==> config.mk <==
export PLATFORM = sky130hd
export DESIGN_NAME = ra_irq_demux
export DESIGN_NICKNAME = d
export VERILOG_FILES = /design/src/rtl/ra_irq_demux_pkg.sv /design/src/rtl/ra_irq_demux_sync2.sv /design/src/rtl/ra_irq_demux.sv
export SDC_FILE = /design/constraint.sdc
export NUM_CORES = 1
export LEC_CHECK = 0
export CORE_MARGIN = 5
export CORE_UTILIZATION = 40
export CTS_CLUSTER_SIZE = 12
export DETAILED_ROUTE_END_ITERATION = 6
export HOLD_SLACK_MARGIN = 0.12
export PLACE_DENSITY = 0.64
export SYNTH_ARGS = -nofsm -noshare
export SYNTH_HDL_FRONTEND = slang
export SYNTH_SLANG_ARGS = --single-unit
==> constraint.sdc <==
create_clock -name C7M -period 4.1 [get_ports C7M]
set_clock_uncertainty 0.15 [all_clocks]
set_input_delay 1.025 -clock C7M [delete_from_list [all_inputs] [get_ports C7M]]
set_output_delay 1.025 -clock C7M [all_outputs]
set_load 0.005 [all_outputs]
==> src/rtl/ra_irq_demux_pkg.sv <==
// Shared types and constants for the RA[1:0] IRQ side-channel receiver.
// FSM encoding, counter widths and saturating-increment helpers.
package ra_irq_demux_pkg;

    typedef enum logic [1:0] {
        ST_IDLE = 2'd0,
        ST_SEEK = 2'd1,
        ST_HOLD = 2'd2
    } state_e;

    localparam int              ERR_W    = 8;
    localparam logic [ERR_W-1:0] ERR_SAT = '1;
    localparam logic [3:0]      CNT4_SAT = 4'hF;
    localparam logic [2:0]      RUN3_SAT = 3'h7;

    function automatic logic [3:0] inc_sat4(input logic [3:0] v);
        return (v == CNT4_SAT) ? v : v + 4'd1;
    endfunction

    function automatic logic [2:0] inc_sat3(input logic [2:0] v);
        return (v == RUN3_SAT) ? v : v + 3'd1;
    endfunction

    function automatic logic [ERR_W-1:0] inc_sat8(input logic [ERR_W-1:0] v);
        return (v == ERR_SAT) ? v : v + 8'd1;
    endfunction

endpackage

==> src/rtl/ra_irq_demux_sync2.sv <==
// Two-flop synchronizer with async clear; both stages are exposed so
// the caller can build edge detectors or compare successive samples.
module ra_irq_demux_sync2 #(
    parameter int W = 1
) (
    input  logic         clk,
    input  logic         rst_n,
    input  logic [W-1:0] d,
    output logic [W-1:0] q1,
    output logic [W-1:0] q2
);

    logic [W-1:0] s1_q, s1_d;
    logic [W-1:0] s2_q, s2_d;

    always_comb begin
        s1_d = d;
        s2_d = s1_q;
    end

    always_ff @(posedge clk or negedge rst_n) begin
        if (!rst_n) begin
            s1_q <= '0;
            s2_q <= '0;
        end else begin
            s1_q <= s1_d;
            s2_q <= s2_d;
        end
    end

    assign q1 = s1_q;
    assign q2 = s2_q;

endmodule

==> src/rtl/ra_irq_demux.sv <==
// Board-side receiver for the card's IRQ bit carried on RA[1:0] after PHI1
// rises: recovers, filters and qualifies the bit, and drives nIRQ pull-down.
module ra_irq_demux
    import ra_irq_demux_pkg::*;
#(
    parameter int WIN_LO   = 2,
    parameter int WIN_HI   = 6,
    parameter int FILT     = 2,
    parameter int MISS_MAX = 4
) (
    input  logic             C7M,
    input  logic             nRES,
    input  logic             PHI1,
    input  logic [1:0]       RA,
    input  logic             IRQEN,
    input  logic             ErrClr,
    output logic             nIRQ_OE,
    output logic             IRQ,
    output logic             Synced,
    output logic             FrameStb,
    output logic [ERR_W-1:0] ErrCnt
);

    localparam logic [3:0] WLO_V  = 4'(WIN_LO);
    localparam logic [3:0] WHI_V  = 4'(WIN_HI);
    localparam logic [2:0] FILT_V = 3'(FILT);
    localparam logic [3:0] MISS_V = 4'(MISS_MAX);

    logic       p1, p2;
    logic [1:0] raq, raqq;

    ra_irq_demux_sync2 #(.W(1)) u_phi_sync (
        .clk   (C7M),
        .rst_n (nRES),
        .d     (PHI1),
        .q1    (p1),
        .q2    (p2)
    );

    ra_irq_demux_sync2 #(.W(2)) u_ra_sync (
        .clk   (C7M),
        .rst_n (nRES),
        .d     (RA),
        .q1    (raq),
        .q2    (raqq)
    );

    state_e           state_q, state_d;
    logic [3:0]       w_q, w_d;
    logic [3:0]       miss_run_q, miss_run_d;
    logic [2:0]       same_run_q, same_run_d;
    logic             last_bit_q, last_bit_d;
    logic             irq_q, irq_d;
    logic             synced_q, synced_d;
    logic             frame_stb_q, frame_stb_d;
    logic             oe_q, oe_d;
    logic [ERR_W-1:0] err_cnt_q, err_cnt_d;

    logic rise, pat, in_win, frame, malformed, rx_bit;
    logic hit, miss;

    assign rise      = p1 && !p2;
    assign pat       = !raqq[1] && raq[1];
    assign in_win    = (w_q >= WLO_V) && (w_q <= WHI_V);
    assign frame     = pat && (raqq[0] == raq[0]) && in_win;
    assign malformed = pat && (raqq[0] != raq[0]) && in_win;
    assign rx_bit    = raq[0];

    // A Rise always restarts the window; a Rise that lands in SEEK means
    // the previous window never produced a frame.
    always_comb begin
        state_d = state_q;
        w_d     = w_q;
        hit     = 1'b0;
        miss    = 1'b0;
        if (rise) begin
            w_d     = 4'd0;
            state_d = ST_SEEK;
            miss    = (state_q == ST_SEEK);
        end else begin
            case (state_q)
                ST_SEEK: begin
                    w_d = inc_sat4(w_q);
                    if (frame) begin
                        hit     = 1'b1;
                        state_d = ST_HOLD;
                    end else if (malformed || (w_q == WHI_V)) begin
                        miss    = 1'b1;
                        state_d = ST_IDLE;
                    end
                end
                ST_HOLD: state_d = ST_HOLD;
                ST_IDLE: state_d = ST_IDLE;
                default: state_d = ST_IDLE;
            endcase
        end
    end

    always_comb begin
        miss_run_d  = miss_run_q;
        same_run_d  = same_run_q;
        last_bit_d  = last_bit_q;
        irq_d       = irq_q;
        synced_d    = synced_q;
        frame_stb_d = hit;
        err_cnt_d   = err_cnt_q;
        oe_d        = irq_q && IRQEN;
        if (miss) begin
            miss_run_d = inc_sat4(miss_run_q);
            err_cnt_d  = inc_sat8(err_cnt_q);
            if (miss_run_d >= MISS_V) begin
                synced_d   = 1'b0;
                irq_d      = 1'b0;
                same_run_d = 3'd0;
            end
        end
        if (hit) begin
            miss_run_d = 4'd0;
            synced_d   = 1'b1;
            same_run_d = (rx_bit == last_bit_q) ? inc_sat3(same_run_q) : 3'd1;
            last_bit_d = rx_bit;
            // Old sync flag: the frame that acquires sync cannot move IRQ.
            if (synced_q && (same_run_d >= FILT_V)) begin
                irq_d = rx_bit;
            end
        end
        if (ErrClr) begin
            err_cnt_d = '0;
        end
    end

    always_ff @(posedge C7M or negedge nRES) begin
        if (!nRES) begin
            state_q     <= ST_IDLE;
            w_q         <= 4'd0;
            miss_run_q  <= 4'd0;
            same_run_q  <= 3'd0;
            last_bit_q  <= 1'b0;
            irq_q       <= 1'b0;
            synced_q    <= 1'b0;
            frame_stb_q <= 1'b0;
            oe_q        <= 1'b0;
            err_cnt_q   <= '0;
        end else begin
            state_q     <= state_d;
            w_q         <= w_d;
            miss_run_q  <= miss_run_d;
            same_run_q  <= same_run_d;
            last_bit_q  <= last_bit_d;
            irq_q       <= irq_d;
            synced_q    <= synced_d;
            frame_stb_q <= frame_stb_d;
            oe_q        <= oe_d;
            err_cnt_q   <= err_cnt_d;
        end
    end

    assign nIRQ_OE  = oe_q;
    assign IRQ      = irq_q;
    assign Synced   = synced_q;
    assign FrameStb = frame_stb_q;
    assign ErrCnt   = err_cnt_q;

endmodule

Word-level counts from Yosys, hierarchy flattened
Cells that the tools add are included.
{"block": "totals", "word_cells": 86, "output_inout_bits": 12, "input_bits": 7, "register_bits": 32}
{"block": "op_classes", "n_eq_ne": 13, "reduce_logical": 19, "n_addsub": 4, "n_lt_le_gt_ge": 4, "muxes": 32}
{"op": "4-bit 2-to-1 mux", "count": 6}
{"op": "8-bit 2-to-1 mux", "count": 3}
{"op": "3-bit 2-to-1 mux", "count": 5}
{"op": "1-bit 2-to-1 mux", "count": 14}
{"op": "1-bit logical AND", "count": 9}
{"op": "4-bit by 1-bit adder with 4-bit output, second input constant", "count": 2}
{"op": "8-bit by 1-bit adder with 8-bit output, second input constant", "count": 1}
{"op": "4-bit equality test, second input constant", "count": 2}
{"op": "8-bit equality test, second input constant", "count": 1}
{"op": "2-bit nonzero test", "count": 4}
{"op": "2-bit 2-to-1 mux", "count": 3}
{"op": "2-bit AND reduction", "count": 3}
{"op": "4-bit by 3-bit equality test with 1-bit output, second input constant", "count": 1}
{"op": "4-bit by 2-bit greater-or-equal comparator with 1-bit output, second input constant", "count": 1}
{"op": "4-bit by 3-bit greater-or-equal comparator with 1-bit output, second input constant", "count": 1}
{"op": "4-bit by 3-bit <= comparator with 1-bit output, second input constant", "count": 1}
{"op": "2-bit inequality test, second input constant", "count": 2}
{"op": "4-bit by 3-bit inequality test with 1-bit output, second input constant", "count": 1}
{"op": "2-bit case mux with 2 select lines", "count": 1}
{"op": "3-bit by 1-bit adder with 3-bit output, second input constant", "count": 1}
{"op": "3-bit equality test, second input constant", "count": 1}
{"op": "3-bit by 2-bit greater-or-equal comparator with 1-bit output, second input constant", "count": 1}
{"op": "1-bit equality test", "count": 2}
{"op": "2-bit by 1-bit equality test with 1-bit output, second input constant", "count": 1}
{"op": "4 further kinds", "count": 5}

Depth between registers and ports, before layout
Gate-level depths: netlist (run 1).
{"block": "depth", "word_depth": 12, "mapped_depth": 9, "mapped_depth_nobuf": 8}

Modules after synthesis
From an unflattened synthesis (run 1), not the netlist that was laid out.
{"block": "unflattened", "cells_unflattened": 153, "hier_area_um2": 1570.3}
{"module": "ra_irq_demux", "area_each_um2": 1420.1, "cells_each": 147, "seq_area_each_um2": 650.6, "instances": 1}
{"module": "ra_irq_demux_sync2 (u_ra_sync)", "area_each_um2": 100.1, "cells_each": 4, "seq_area_each_um2": 100.1, "instances": 1}
{"module": "ra_irq_demux_sync2 (u_phi_sync)", "area_each_um2": 50.0, "cells_each": 2, "seq_area_each_um2": 50.0, "instances": 1}

Worst setup path after synthesis (run 1)
No wires, ideal clock.
{"block": "synth_timing", "kind": "reg-to-reg", "startpoint": "register w_q[3]", "endpoint": "register same_run_q[1]", "n_path_buf": 2, "path_stages_with_launch": 8, "t_required_ps": 3822, "t_arrival_ps": 1941, "slack_ps": 1881, "period_less_slack_ps": 2219, "setup_time_ps": 128, "cell_sequence": "dfrtp_1 > or3b_4 > or3_4 > or3_1 > buf_6 > buf_6 > nand2_2 > o32ai_2"}
{"block": "synth_between", "elab_chain_len": 10, "word_cells_on_any_way": 18, "cone_classes": "order compare: 2; eq/ne: 1; mux: 8; reduce/logical: 7"}
{"item": "start, declared", "line": "ra_irq_demux.sv:49", "text": "logic [3:0] w_q, w_d;"}
{"item": "start signal, assigned", "line": "ra_irq_demux.sv:146", "text": "w_q <= w_d;"}
{"item": "4-bit by 2-bit greater-or-equal comparator with 1-bit output or 4-bit by 3-bit <= comparator with 1-bit output (tied branches)", "line": "ra_irq_demux.sv:64", "text": "assign in_win = (w_q >= WLO_V) && (w_q <= WHI_V);"}
{"item": "1-bit logical AND", "line": "ra_irq_demux.sv:64"}
{"item": "1-bit logical AND", "line": "ra_irq_demux.sv:66", "text": "assign malformed = pat && (raqq[0] != raq[0]) && in_win;"}
{"item": "1-bit logical OR", "line": "ra_irq_demux.sv:87", "text": "end else if (malformed || (w_q == WHI_V)) begin"}
{"item": "1-bit 2-to-1 mux", "line": "ra_irq_demux.sv:87"}
{"item": "1-bit 2-to-1 mux", "line": "ra_irq_demux.sv:84", "text": "if (frame) begin"}
{"item": "1-bit 2-to-1 mux", "line": "ra_irq_demux.sv:81", "text": "case (state_q)"}
{"item": "1-bit 2-to-1 mux", "line": "ra_irq_demux.sv:76", "text": "if (rise) begin"}
{"item": "2-bit nonzero test (no source line)"}
{"item": "2-bit AND reduction (no source line)"}
{"item": "end signal, assigned", "line": "ra_irq_demux.sv:148", "text": "same_run_q <= same_run_d;"}
{"item": "end, declared", "line": "ra_irq_demux.sv:51", "text": "logic [2:0] same_run_q, same_run_d;"}
Parallel ways exist; a longest one is shown, timed or not.
A chain may end at the register's enable or synchronous reset.

Final worst setup path (run 1)
{"block": "layout_timing", "startpoint": "register w_q[3]", "endpoint": "register err_cnt_q[0], in the netlist ErrCnt[0]"}
{"block": "layout_between", "elab_chain_len": 10, "word_cells_on_any_way": 13, "cone_classes": "order compare: 2; eq/ne: 1; mux: 4; reduce/logical: 6"}
{"item": "4-bit by 2-bit greater-or-equal comparator with 1-bit output or 4-bit by 3-bit <= comparator with 1-bit output (tied branches)", "line": "ra_irq_demux.sv:64"}
{"item": "1-bit logical AND", "line": "ra_irq_demux.sv:64"}
{"item": "1-bit logical AND", "line": "ra_irq_demux.sv:66"}
{"item": "1-bit logical OR", "line": "ra_irq_demux.sv:87"}
{"item": "1-bit 2-to-1 mux", "line": "ra_irq_demux.sv:87"}
{"item": "1-bit 2-to-1 mux *", "line": "ra_irq_demux.sv:84"}
{"item": "1-bit 2-to-1 mux *", "line": "ra_irq_demux.sv:81"}
{"item": "1-bit 2-to-1 mux *", "line": "ra_irq_demux.sv:76"}
{"item": "2-bit nonzero test (no source line) *"}
{"item": "2-bit AND reduction (no source line) *"}
{"item": "end signal, assigned", "line": "ra_irq_demux.sv:154", "text": "err_cnt_q <= err_cnt_d;"}
{"item": "end, declared", "line": "ra_irq_demux.sv:57", "text": "logic [ERR_W-1:0] err_cnt_q, err_cnt_d;"}
Mark *: on every way between the ends. The rest lies on a longest branch, timed or not.

==> reports/results.ini, run 1 <==
[sta]
setup_viol=0
finalCritPeriodShare=0.650
max_freq_mhz=375
fin_crit_ps=2670
relSlewSlack=0.478
tightestPinTransition_ps=781
final-hold-violation-count=0
setup-tns-final_ps=0
whs_ps=221
drv_slew=0
rsz0062_at_grt=false

[yosys]
synthXorXnorAreaFrac=0.0410
synth_edf_count=0
synth_compound_area_frac=0.153
synth_top_family_by_area=simple AND/OR/NAND/NOR gates
yosys-top-cells-area=dfrtp_1 (47%), ha_1 (5.1%), nand2_1 (3.1%)
synth.avg_cell_area_um2=10.7
synthAdderAreaFrac=0.0512
synth_ff_type=dfrtp_1
yosys-mux-area-fraction=0.0381
synthCells=159
syn_area_um2=1710
postSynth.asyncResetShare=1.00
ys_seq_area_frac=0.469
synth_nets=173
yosys_warnings=0
yosys.area_share.simple=0.198
ys_seq_elements=32
synth_top_area_cell=dfrtp_1
synthDominantCellAreaShare=0.469
synth_cell_types=48

[floorplan]
start_util=0.421
io_pins=19
fp.dieH_um=75.4
design.die.area_um2=5680
fp.dieW_um=75.4
row_count=23
core_um2=4060

[cells_and_area]
diodes=0
stdcell_area_um2=2020
area_growth_pct=18.3
drive_above_1_share=0.150
fillers=348
nets=193

[setup_path]
start_kind=register
path_max_fanout=19
crit_type=register to register
endpoint_kind=register
crit_arrival_ps=2690
required_ps=4120

[placement]
dp_hpwl_mm=2.17
postPlaceCellArea_um2=1910
io_buffers=18
gp_congestion=0.785

[routing]
detail_route.vias_per_cell=5.33
ant_nets=0
wirelength_mm=3.11
drt_iter0_drc=84
dr.pass1.iters=4
drcViolationCount=0
vias=1225
routedWlPerCell_um=13.5

[global_routing]
antenna_found_initial=0
grt_usage=0.128
grt_max_degree=33
grt_pass1_wl_mm=5.56
grt_pass1_vias=1259
overflow=0

[cts]
cts_sinks=32
clk_latency_ps=280
cts_tree=yes
ctsLongestPathBuffers=2
path_clk_slew_ps=70
cts_root_buf=clkbuf_8
htreeDepth=2
cts_buffers=5
hold_buffers=0
cts_resized=0
post-cts-setup-buffers=0

[power_and_ir_drop]
power_leakage_nw=0.868
p_per_area_nw_per_um2=457
irDropWorstVdd_mv=0.217
p_total_w=0.000924

[status]
outcome=completed

[min_path]
hold_path.class=register to register

[job]
maxCapViolCount=0

metrics by stage:
step	setup slack [ps]	std cells	util
final	1430	230	0.498
after global routing	1260	230	0.498
after CTS	1430	230	0.498
after detailed placement	1440	222	0.472
after global placement	1520	222	0.472
after floorplan	1880	159	-
cell usage after synthesis, types with 4 or more instances:
cell and number:
dfrtp_1 32, nand2_1 14, inv_1 10, nor2_1 9
ha_1 7, a21oi_1 5, and3_1 5, mux2i_1 5
o21ai_1 5, o31ai_1 5, xor2_1 5, nand3_1 4
or4_1 4
flip-flops by register name, summed over array words and instances, names as in the netlist:
signal / count
ErrCnt: 8
miss_run_q: 4
w_q: 4
same_run_q: 3
state_q: 2
u_ra_sync.q1: 2
u_ra_sync.q2: 2
FrameStb: 1
IRQ: 1
Synced: 1
last_bit_q: 1
nIRQ_OE: 1
u_phi_sync.q1: 1
u_phi_sync.q2: 1
logic make-up after synthesis:
logic type / after synthesis
compound gates: 31
xor+xnor: 8
fa+ha+maj: 7
buf+inv: 17
flops: 32
mux: 6
simple gates: 58
metal layers:
metal  GRT usage  share of wire
met1       0.155           0.45
met2       0.213           0.48
met3      0.0383          0.053
met4      0.0505          0.015
met5           0              0
report_power, final:
part / switching (W) / total, W / internal [W]
clock: 0.000116 / 0.000296 / 0.000180
sequential: 0.0000532 / 0.000417 / 0.000364
combinational: 0.000113 / 0.000211 / 0.0000979
total: 0.000283 / 0.000924 / 0.000642
worst paths after layout:
check	from	endpoint	slack, ps	cells past startpoint
worst max-delay path	w_q[3]$_DFFE_PN0P_	ErrCnt[0]$_DFFE_PN0P_	1430	5
worst min-delay path	u_phi_sync.q1$_DFF_PN0_	u_phi_sync.q2$_DFF_PN0_	220	0
worst max register to register	w_q[3]$_DFFE_PN0P_	ErrCnt[0]$_DFFE_PN0P_	1430	5
worst min register to register	u_phi_sync.q1$_DFF_PN0_	u_phi_sync.q2$_DFF_PN0_	220	0
max in group asynchronous	nRES	w_q[0]$_DFFE_PN0P_	2520	2
min in group asynchronous	nRES	ErrCnt[3]$_DFFE_PN0P_	980	2
final cells by class:
| class | instances | area, um2 | area share |
|---|---|---|---|
| flip-flops and latches | 32 | 801 | 0.396 |
| clock buffers | 6 | 72.6 | 0.0359 |
| well taps | 50 | 62.6 | 0.0309 |
| repair buffers | 19 | 188 | 0.0928 |
| inverters | 11 | 41.3 | 0.0204 |
| multi-input cells | 110 | 822 | 0.407 |
| clock inverters | 2 | 35.0 | 0.0173 |
placed cells by master (no fill, tap or decap), types with 2 or more instances in the layout:
master / netlist / layout
o31ai_1: 5 / 5
and3_1: 5 / 5
nand2_2: 3 / 3
nor2b_1: 3 / 3
a21oi_1: 5 / 5
o21ai_1: 5 / 5
nor3_1: 2 / 2
ha_1: 7 / 7
dfrtp_1: 32 / 32
or4_1: 4 / 4
xor2_1: 5 / 5
nand2b_1: 2 / 2
mux2i_1: 5 / 5
nor2_1: 9 / 9
nand3_1: 4 / 4
clkdlybuf4s50_1: 0 / 18
and2_1: 2 / 2
clkbuf_8: 0 / 5
xnor2_1: 3 / 3
inv_1: 10 / 10
nand2_1: 14 / 14
o32ai_2: 2 / 2
nand3b_1: 2 / 2
critical path, stage by stage, from the launching register on:
cell and delay (ps):
dfrtp_1 420, or3b_4 430, or3_4 370, a211oi_4 690, nor2_2 160, mux2_4 330
(Power assumes the default switching activity.)
==> inputs of run 2 (changes only) <==
- PLACE_DENSITY: 0.64 -> 0.66
- clock period: 4.1 -> 2.2 ns (I/O delays scaled with it)
==> run 2 against run 1 <==
Net effect: register-to-register slack worse by 1500 ps; design area up 8.8%; combinational power up 120%; critical path depth up 1; sequential share of layout area down 3.2 points; the flow now finishes with violations (negative setup slack); critical path type unchanged; non-clock buffer count up 16; clock power up 110%.
==> reports/results.ini, run 2 (synthesis results as in run 1) <==
[floorplan]
io_pins=19
fp.dieW_um=75.4
fp.dieH_um=75.4
start_util=0.421
row_count=23
core_um2=4060
design.die.area_um2=5680

[routing]
drcViolationCount=0
vias=1295
ant_nets=0
drt_iter0_drc=33
wirelength_mm=3.44
dr.pass1.iters=4
detail_route.vias_per_cell=5.26
routedWlPerCell_um=14.0

[sta]
setup-tns-final_ps=-34.4
fin_ws_ps=-20.1
final-hold-violation-count=0
drv_slew=0
finalCritPeriodShare=1.01
max_freq_mhz=450
rsz0062_at_grt=true
relSlewSlack=0.524
fin_crit_ps=2220
setup_viol=2
whs_ps=214
tightestPinTransition_ps=706

[placement]
io_buffers=18
gp_congestion=0.803
dp_hpwl_mm=2.41

[status]
outcome=complete, but fails checks
violations=negative setup slack

[cts]
cts_buffers=5
clk_latency_ps=290
cts_tree=yes
ctsLongestPathBuffers=2
cts_sinks=32
path_clk_slew_ps=80
htreeDepth=2
cts_root_buf=clkbuf_8

[global_routing]
grt_pass1_vias=1422
grt_usage=0.143
grt_max_degree=33
antenna_found_initial=0
grt_pass1_wl_mm=6.20
overflow=0

[min_path]
hold_path.class=register to register

[cells_and_area]
largest_reg_flops=8
layout_common_cells=dfrtp_1 (32), clkdlybuf4s50_1 (18), buf_4 (15), nand2_1 (14), inv_1 (10)
diodes=0
area_growth_pct=28.7
fin_util=0.542
nets=209
mostFrequentLayoutCell=dfrtp_1
drive_above_1_share=0.255

[job]
maxCapViolCount=0

[power_and_ir_drop]
p_per_area_nw_per_um2=849
irDropWorstVdd_mv=0.442
power_leakage_nw=0.966

[setup_path]
path_max_fanout=9
slowest_stage=or4_1
slowest_delay_ps=480
r2r_slack_ps=-20
cp_top_family=simple AND/OR/NAND/NOR gates
required_ps=2250
crit_arrival_ps=2270
crit_type=register to register
timing.critical_path.buf_inv=1
start_kind=register
endpoint_kind=register
path_cells=or3b_4 -> nor4_4 -> a211oi_4 -> buf_12 -> or4_1 -> a21oi_1

run 2: metal layers:
metal  GRT usage  up-vias  share of wire
met5           0        -              0
met4      0.0680        0          0.021
met3      0.0330        7          0.033
met2       0.244       20           0.51
met1       0.168      636           0.44
li1            -      632              -
run 2: per-stage QoR:
step           setup WS [ps]  total power, W  area (um2)  std cells
2_1_floorplan          -19.2         0.00107        1710        159
3_3_place_gp           -40.7         0.00122        2020        235
3_5_place_dp           -74.0         0.00124        2020        235
4_1_cts                -21.8         0.00189        2190        246
5_1_grt                -79.4         0.00198        2200        246
6_report               -20.1         0.00187        2200        246
run 2: worst paths after layout:
path / startpoint / endpoint / depth (start not counted)
setup / recovery: w_q[3]$_DFFE_PN0P_ / ErrCnt[2]$_DFFE_PN0P_ / 6
hold / removal: u_ra_sync.q1[1]$_DFF_PN0_ / u_ra_sync.q2[1]$_DFF_PN0_ / 0
setup reg to reg: w_q[3]$_DFFE_PN0P_ / ErrCnt[2]$_DFFE_PN0P_ / 6
hold reg to reg: u_ra_sync.q1[1]$_DFF_PN0_ / u_ra_sync.q2[1]$_DFF_PN0_ / 0
max in group asynchronous: nRES / u_ra_sync.q2[0]$_DFF_PN0_ / 2
min in group asynchronous: nRES / state_q[1]$_DFFE_PN0P_ / 2
run 2: area by class of cell:
type | instances | area [um2]
repair buffers | 35 | 324
multi-input cells | 110 | 845
clock buffers | 7 | 96.3
fillers | 329 | 1860
inverters | 11 | 41.3
clock inverters | 1 | 30.0
flip-flops and latches | 32 | 801
well taps | 50 | 62.6
run 2: where the power goes:
group	internal (W)	switching, W
Clock	0.000400	0.000227
Combinational	0.000238	0.000236
Sequential	0.000677	0.0000892
run 2: timing repair:
| item | in CTS | in global routing |
|---|---|---|
| endpoints found under the hold margin | 0 | 0 |
| setup endpoints to repair | 7 | 14 |
| gates resized for setup | 4 | 3 |
| setup buffers | 3 | 0 |
| gates cloned | 0 | 0 |
| pin swaps | 7 | 0 |
| hold buffers | 0 | 0 |
